`config.mk`:
```
export PLATFORM = sky130hd
export DESIGN_NAME = wb_port_arbiter_flat
export DESIGN_NICKNAME = d
export VERILOG_FILES = /design/src/rtl/wb_port_arbiter_if.sv /design/src/rtl/wb_port_arbiter.sv /design/src/flat_wrapper.sv
export SDC_FILE = /design/constraint.sdc
export NUM_CORES = 1
export LEC_CHECK = 0
export BUFFER_PORTS_ARGS = -buffer_cell sky130_fd_sc_hd__buf_2
export CORE_ASPECT_RATIO = 0.9
export CORE_MARGIN = 1.5
export CORE_UTILIZATION = 45
export DETAILED_ROUTE_END_ITERATION = 10
export MAX_ROUTING_LAYER = met4
export PLACE_DENSITY = 0.8
export SETUP_SLACK_MARGIN = 0.3
export SYNTH_ARGS = -nofsm -noshare
export SYNTH_HDL_FRONTEND = slang
export SYNTH_SLANG_ARGS = --single-unit
```
`constraint.sdc`:
```
create_clock -name clk -period 5.9 [get_ports clk]
set_input_delay 0.885 -clock clk [delete_from_list [all_inputs] [get_ports clk]]
set_output_delay 0.885 -clock clk [all_outputs]
set_load 0.05 [all_outputs]
```
`src/rtl/wb_port_arbiter_if.sv`:
```
// Bundle of the writeback arbiter's bus signals: the in-order pipe request,
// the long-latency unit offer, and the shared register-file write port with
// its bypass copy.
// master: the side that produces requests and sees the write port.
// slave:  the arbiter itself.
interface wb_port_arbiter_if;
    logic        pipe_valid;
    logic [4:0]  pipe_rd;
    logic [31:0] pipe_data;
    logic        pipe_stall;

    logic        lu_valid;
    logic        lu_ready;
    logic [4:0]  lu_rd;
    logic [31:0] lu_data;

    logic        regfile_w_en;
    logic [4:0]  regfile_w_reg;
    logic [31:0] regfile_w_data;
    logic [4:0]  wb_bp_reg;
    logic [31:0] wb_bp_val;

    modport master (
        output pipe_valid, pipe_rd, pipe_data,
        output lu_valid, lu_rd, lu_data,
        input  pipe_stall, lu_ready,
        input  regfile_w_en, regfile_w_reg, regfile_w_data,
        input  wb_bp_reg, wb_bp_val
    );

    modport slave (
        input  pipe_valid, pipe_rd, pipe_data,
        input  lu_valid, lu_rd, lu_data,
        output pipe_stall, lu_ready,
        output regfile_w_en, regfile_w_reg, regfile_w_data,
        output wb_bp_reg, wb_bp_val
    );
endinterface

```
`src/rtl/wb_port_arbiter.sv`:
```
// wb_port_arbiter: shares the single register-file write port between the
// in-order pipeline and a long-latency unit. Long-latency results queue in a
// 2-entry FIFO; the pipe has priority. The write port and bypass outputs are
// registered (one cycle after the grant).
// Optional build macro WB_ARB_FAIRNESS_EN: after STARVE_LIMIT consecutive pipe
// wins over a waiting FIFO entry, the pipe is stalled for one cycle so the
// FIFO head can write. Without it the pipe always wins and is never stalled.
module wb_port_arbiter #(
    parameter int unsigned STARVE_LIMIT = 4
) (
    input  logic              clk,
    input  logic              rst_n,
    wb_port_arbiter_if.slave  bus
);

    // FIFO storage, pointers and occupancy
    logic [4:0]  fifo_rd   [2];
    logic [31:0] fifo_data [2];
    logic        rd_ptr;
    logic        wr_ptr;
    logic [1:0]  count;
    logic        ready_en;

    // Arbitration signals
    logic        fifo_empty;
    logic        lu_ready;
    logic        pipe_stall;
    logic        push;
    logic        grant_pipe;
    logic        grant_fifo;
    logic [4:0]  win_rd;
    logic [31:0] win_data;

    // Registered write port
    logic        w_en;
    logic [4:0]  w_reg;
    logic [31:0] w_data;

    if (STARVE_LIMIT < 1 || STARVE_LIMIT > 15) begin : g_bad_starve_limit
        $error("wb_port_arbiter: STARVE_LIMIT must be in 1..15");
    end

    assign fifo_empty = (count == 2'd0);

`ifdef WB_ARB_FAIRNESS_EN
    logic [3:0] starve_cnt;

    // Stall the pipe once the FIFO head has lost STARVE_LIMIT times in a row
    always_comb begin
        pipe_stall = bus.pipe_valid && !fifo_empty
                     && (starve_cnt == 4'(STARVE_LIMIT));
    end

    // Count consecutive pipe wins while an entry waits; any FIFO grant or an empty FIFO restarts the count
    always_ff @(posedge clk or negedge rst_n) begin
        if (!rst_n) begin
            starve_cnt <= 4'd0;
        end else if (grant_fifo || fifo_empty) begin
            starve_cnt <= 4'd0;
        end else if (grant_pipe) begin
            starve_cnt <= starve_cnt + 4'd1;
        end
    end
`else
    assign pipe_stall = 1'b0;
`endif

    // Ready depends only on registered occupancy, so a full FIFO refuses even while popping
    always_comb begin
        lu_ready   = ready_en && (count != 2'd2);
        push       = bus.lu_valid && lu_ready;
        grant_pipe = bus.pipe_valid && !pipe_stall;
        grant_fifo = !grant_pipe && !fifo_empty;
        win_rd     = grant_pipe ? bus.pipe_rd   : fifo_rd[rd_ptr];
        win_data   = grant_pipe ? bus.pipe_data : fifo_data[rd_ptr];
    end

    // FIFO control: pointers wrap naturally as single bits, ready comes up on the first edge out of reset
    always_ff @(posedge clk or negedge rst_n) begin
        if (!rst_n) begin
            rd_ptr   <= 1'b0;
            wr_ptr   <= 1'b0;
            count    <= 2'd0;
            ready_en <= 1'b0;
        end else begin
            ready_en <= 1'b1;
            if (push) begin
                wr_ptr <= ~wr_ptr;
            end
            if (grant_fifo) begin
                rd_ptr <= ~rd_ptr;
            end
            case ({push, grant_fifo})
                2'b10:   count <= count + 2'd1;
                2'b01:   count <= count - 2'd1;
                default: count <= count;
            endcase
        end
    end

    // FIFO payload storage; contents are meaningless while count says empty
    always_ff @(posedge clk) begin
        if (push) begin
            fifo_rd[wr_ptr]   <= bus.lu_rd;
            fifo_data[wr_ptr] <= bus.lu_data;
        end
    end

    // Register the winner onto the write port; rd=0 is consumed but never written
    always_ff @(posedge clk or negedge rst_n) begin
        if (!rst_n) begin
            w_en   <= 1'b0;
            w_reg  <= 5'd0;
            w_data <= 32'd0;
        end else begin
            w_en <= (grant_pipe || grant_fifo) && (win_rd != 5'd0);
            if (grant_pipe || grant_fifo) begin
                w_reg  <= win_rd;
                w_data <= win_data;
            end
        end
    end

    assign bus.lu_ready       = lu_ready;
    assign bus.pipe_stall     = pipe_stall;
    assign bus.regfile_w_en   = w_en;
    assign bus.regfile_w_reg  = w_reg;
    assign bus.regfile_w_data = w_data;
    assign bus.wb_bp_reg      = w_reg;
    assign bus.wb_bp_val      = w_data;

endmodule

```
`src/flat_wrapper.sv`:
```
// flat-port wrapper written by rule: the top's interface ports become plain ports
module wb_port_arbiter_flat 
#(
    parameter int unsigned STARVE_LIMIT = 4
)
  (clk, rst_n, bus_pipe_valid, bus_pipe_rd, bus_pipe_data, bus_lu_valid, bus_lu_rd, bus_lu_data, bus_pipe_stall, bus_lu_ready, bus_regfile_w_en, bus_regfile_w_reg, bus_regfile_w_data, bus_wb_bp_reg, bus_wb_bp_val);
  wb_port_arbiter_if bus_i ();
  input  logic clk;
  input  logic rst_n;
  input wire logic [$bits(bus_i.pipe_valid)-1:0] bus_pipe_valid;
  input wire logic [$bits(bus_i.pipe_rd)-1:0] bus_pipe_rd;
  input wire logic [$bits(bus_i.pipe_data)-1:0] bus_pipe_data;
  input wire logic [$bits(bus_i.lu_valid)-1:0] bus_lu_valid;
  input wire logic [$bits(bus_i.lu_rd)-1:0] bus_lu_rd;
  input wire logic [$bits(bus_i.lu_data)-1:0] bus_lu_data;
  output wire logic [$bits(bus_i.pipe_stall)-1:0] bus_pipe_stall;
  output wire logic [$bits(bus_i.lu_ready)-1:0] bus_lu_ready;
  output wire logic [$bits(bus_i.regfile_w_en)-1:0] bus_regfile_w_en;
  output wire logic [$bits(bus_i.regfile_w_reg)-1:0] bus_regfile_w_reg;
  output wire logic [$bits(bus_i.regfile_w_data)-1:0] bus_regfile_w_data;
  output wire logic [$bits(bus_i.wb_bp_reg)-1:0] bus_wb_bp_reg;
  output wire logic [$bits(bus_i.wb_bp_val)-1:0] bus_wb_bp_val;
  assign bus_i.pipe_valid = bus_pipe_valid;
  assign bus_i.pipe_rd = bus_pipe_rd;
  assign bus_i.pipe_data = bus_pipe_data;
  assign bus_i.lu_valid = bus_lu_valid;
  assign bus_i.lu_rd = bus_lu_rd;
  assign bus_i.lu_data = bus_lu_data;
  assign bus_pipe_stall = bus_i.pipe_stall;
  assign bus_lu_ready = bus_i.lu_ready;
  assign bus_regfile_w_en = bus_i.regfile_w_en;
  assign bus_regfile_w_reg = bus_i.regfile_w_reg;
  assign bus_regfile_w_data = bus_i.regfile_w_data;
  assign bus_wb_bp_reg = bus_i.wb_bp_reg;
  assign bus_wb_bp_val = bus_i.wb_bp_val;
  wb_port_arbiter #(.STARVE_LIMIT(STARVE_LIMIT)) u_core (.clk(clk), .rst_n(rst_n), .bus(bus_i));
endmodule
```
==> results.json <==
{
  "synth_edf_count": 74,
  "synth_top_family_by_area": "buffers and inverters",
  "synth_area_leaders": "edfxtp_1 46%, dfrtp_1 22%, mux2i_1 7.6%, buf_4 6.5%, a21oi_1 3.6%",
  "worstMarginPinSlew_ps": 1120,
  "synth_compound_area_frac": 0.0797,
  "grt_overflow": 0,
  "grt_pass1_vias": 3079,
  "synthFlopType": "edfxtp_1",
  "synth_xor_area_frac": 0.00897,
  "dp_slack_ps": 3450,
  "cts_setup_buffers": 0,
  "cts_made_buffers": 17,
  "detail-route-antenna-nets": 0,
  "antenna_found_initial": 0,
  "area_growth_pct": 22.1,
  "synth_common_cells": "74 x edfxtp_1, 43 x dfrtp_1, 42 x buf_4, 38 x nand2_1, 38 x nor2_1",
  "placedInstanceArea_um2": 5420,
  "cts.sinks": 117,
  "rsz0062_at_grt": "no",
  "cap_violations": 0,
  "dieWidth_um": 113,
  "cts_hold_buf": 0,
  "drtIter0Drc": 163,
  "synthArstFlopShare": 0.368,
  "drc": 0,
  "synthMuxAreaShare": 0.0805,
  "place_congestion": 0.755,
  "crit_fanout": 5,
  "clock_latency_ps": 410,
  "yosys_register_bits": 117,
  "fin_ws_ps": 3390,
  "largest_reg_flops": 64,
  "period_share": 0.425,
  "avgRoutedWirePerCell_um": 15.2,
  "drt-total-wl_um": 9630,
  "hold_viol": 0,
  "register_area_um2": 3300,
  "vias_per_cell": 4.91,
  "setup_viol": 0,
  "io_pins": 155,
  "yosysSeqAreaShare": 0.676,
  "grt_max_degree": 78,
  "worstPathRequired_ps": 5020,
  "crit_arrival_ps": 1620,
  "syn_nets": 456,
  "slew_headroom": 0.251,
  "antennaDiodeCount": 0,
  "grt_pass1_wl_um": 15100,
  "num_vias": 3121,
  "synth_area_per_cell_um2": 13.0,
  "multiInputGateArea_um2": 1180,
  "min-delay-path-class": "reg2reg",
  "power_density_nw_per_um2": 565,
  "die_h_um": 102,
  "synth_cells": 377,
  "clockBufferDepth": 2,
  "yosysTopAreaCell": "edfxtp_1",
  "synthSimpleGateAreaFrac": 0.0643,
  "clock-skew-final_ps": 8.28,
  "clk_pin_slew_ps": 50,
  "fillers": 851,
  "cts_resized": 0,
  "ys_warn_count": 0,
  "finalMaxSlewViolations": 0,
  "synth_top_area_frac": 0.455,
  "cts-root-buf": "clkbuf_16",
  "final_layout_size_suffix_gt1_frac": 0.383,
  "worst_setup_path_end_kind": "output port",
  "cts_tree": "built",
  "dr.pass1.iters": 4,
  "dp_hpwl_um": 6110,
  "num_rows": 35,
  "vdd_drop_max_v": 0.000302,
  "syn-cell-area_um2": 4880,
  "setup-tns-final_ps": 0,
  "initial_core_util": 0.470,
  "io_buffers": 153,
  "critPathKind": "reg2out",
  "core_um2": 10400,
  "netlist-cell-type-count": 24,
  "regMostFlops": "u_core.fifo_data",
  "stdcell_area_um2": 5960,
  "grt_usage": 0.184,
  "synthAdderAreaFrac": 0.00256,
  "max_freq_mhz": 399,
  "leakagePower_nw": 2.63,
  "start_kind": "register",
  "min_period_ps": 2510,
  "synth.most_common_cell": "edfxtp_1",
  "outcome": "complete, no violations",
  "htreeDepth": 4,
  "finalNetCount": 572,
  "dieArea_um2": 11500
}
logic make-up (layout without fill, tap and decap cells):
kind of cell | after synthesis | in the layout
flops | 117 | 117
buf+inv | 59 | 188
mux | 39 | 39
simple gates | 79 | 79
other cells | 2 | 2
fa+ha+maj | 1 | 1
compound gates | 75 | 75
xor+xnor | 5 | 5
placed cells by master, fill, tap and decap left out, types with 6 or more instances in the layout:
cell type  netlist  layout
clkbuf_16        0      17
clkinv_2         0       6
o21ai_1         33      33
dfrtp_1         43      42
mux2i_1         37      37
buf_2            6     153
edfxtp_1        74      74
nand2_1         38      38
nor2_1          38      36
a21oi_1         35      35
metrics by stage:
| step | util | total power, W | instances | hold WS, ps |
|---|---|---|---|---|
| CTS | 0.574 | 0.00340 | 635 | 510 |
| floorplan | - | 0.00231 | 377 | 461 |
| global route | 0.574 | 0.00354 | 635 | 531 |
| detailed placement | 0.522 | 0.00248 | 603 | 495 |
| finish | 0.574 | 0.00337 | 635 | 499 |
| global placement | 0.522 | 0.00244 | 603 | 482 |
power breakdown:
group	total [W]	leakage [nW]	internal [W]	switching, W
clock	0.000915	0.265	0.000573	0.000342
sequential	0.00121	1.19	0.00104	0.000162
combinational	0.00125	1.17	0.000333	0.000918
worst paths after layout:
path                            slack, ps                     endpoint                   startpoint  cells after the start
min in group asynchronous             670  u_core.bus.regfile_w_reg[4]                        rst_n                      1
worst min-delay path                  500  u_core.bus.regfile_w_reg[4]  u_core.bus.regfile_w_reg[4]                      2
worst min register to register        500  u_core.bus.regfile_w_reg[4]  u_core.bus.regfile_w_reg[4]                      2
worst max-delay path                 3390                 bus_lu_ready              u_core.count[0]                      3
worst max register to register       3530      u_core.fifo_data[0][22]              u_core.count[0]                      4
max in group asynchronous            4520                u_core.rd_ptr                        rst_n                      1
worst max-delay path: stages (launching register included):
cell	delay [ps]
dfrtp_1	520
inv_1	100
a21boi_1	270
buf_2	320
routing by layer:
layer	vias to the layer above	GRT usage	wire (um)
met4	0	0.0789	83
li1	1516	-	-
met5	-	-	0
met2	120	0.289	4790
met1	1473	0.216	4100
met3	12	0.0658	650
final cells by class:
cell class | count | area share
Sequential cell | 117 | 0.553
Multi-Input combinational cell | 201 | 0.197
Timing Repair Buffer | 155 | 0.131
Clock buffer | 22 | 0.0812
Tap cell | 129 | 0.0271
Clock inverter | 10 | 0.00944
Inverter | 1 | 0.000630
Note: power is estimated with default switching activity, not from simulation.
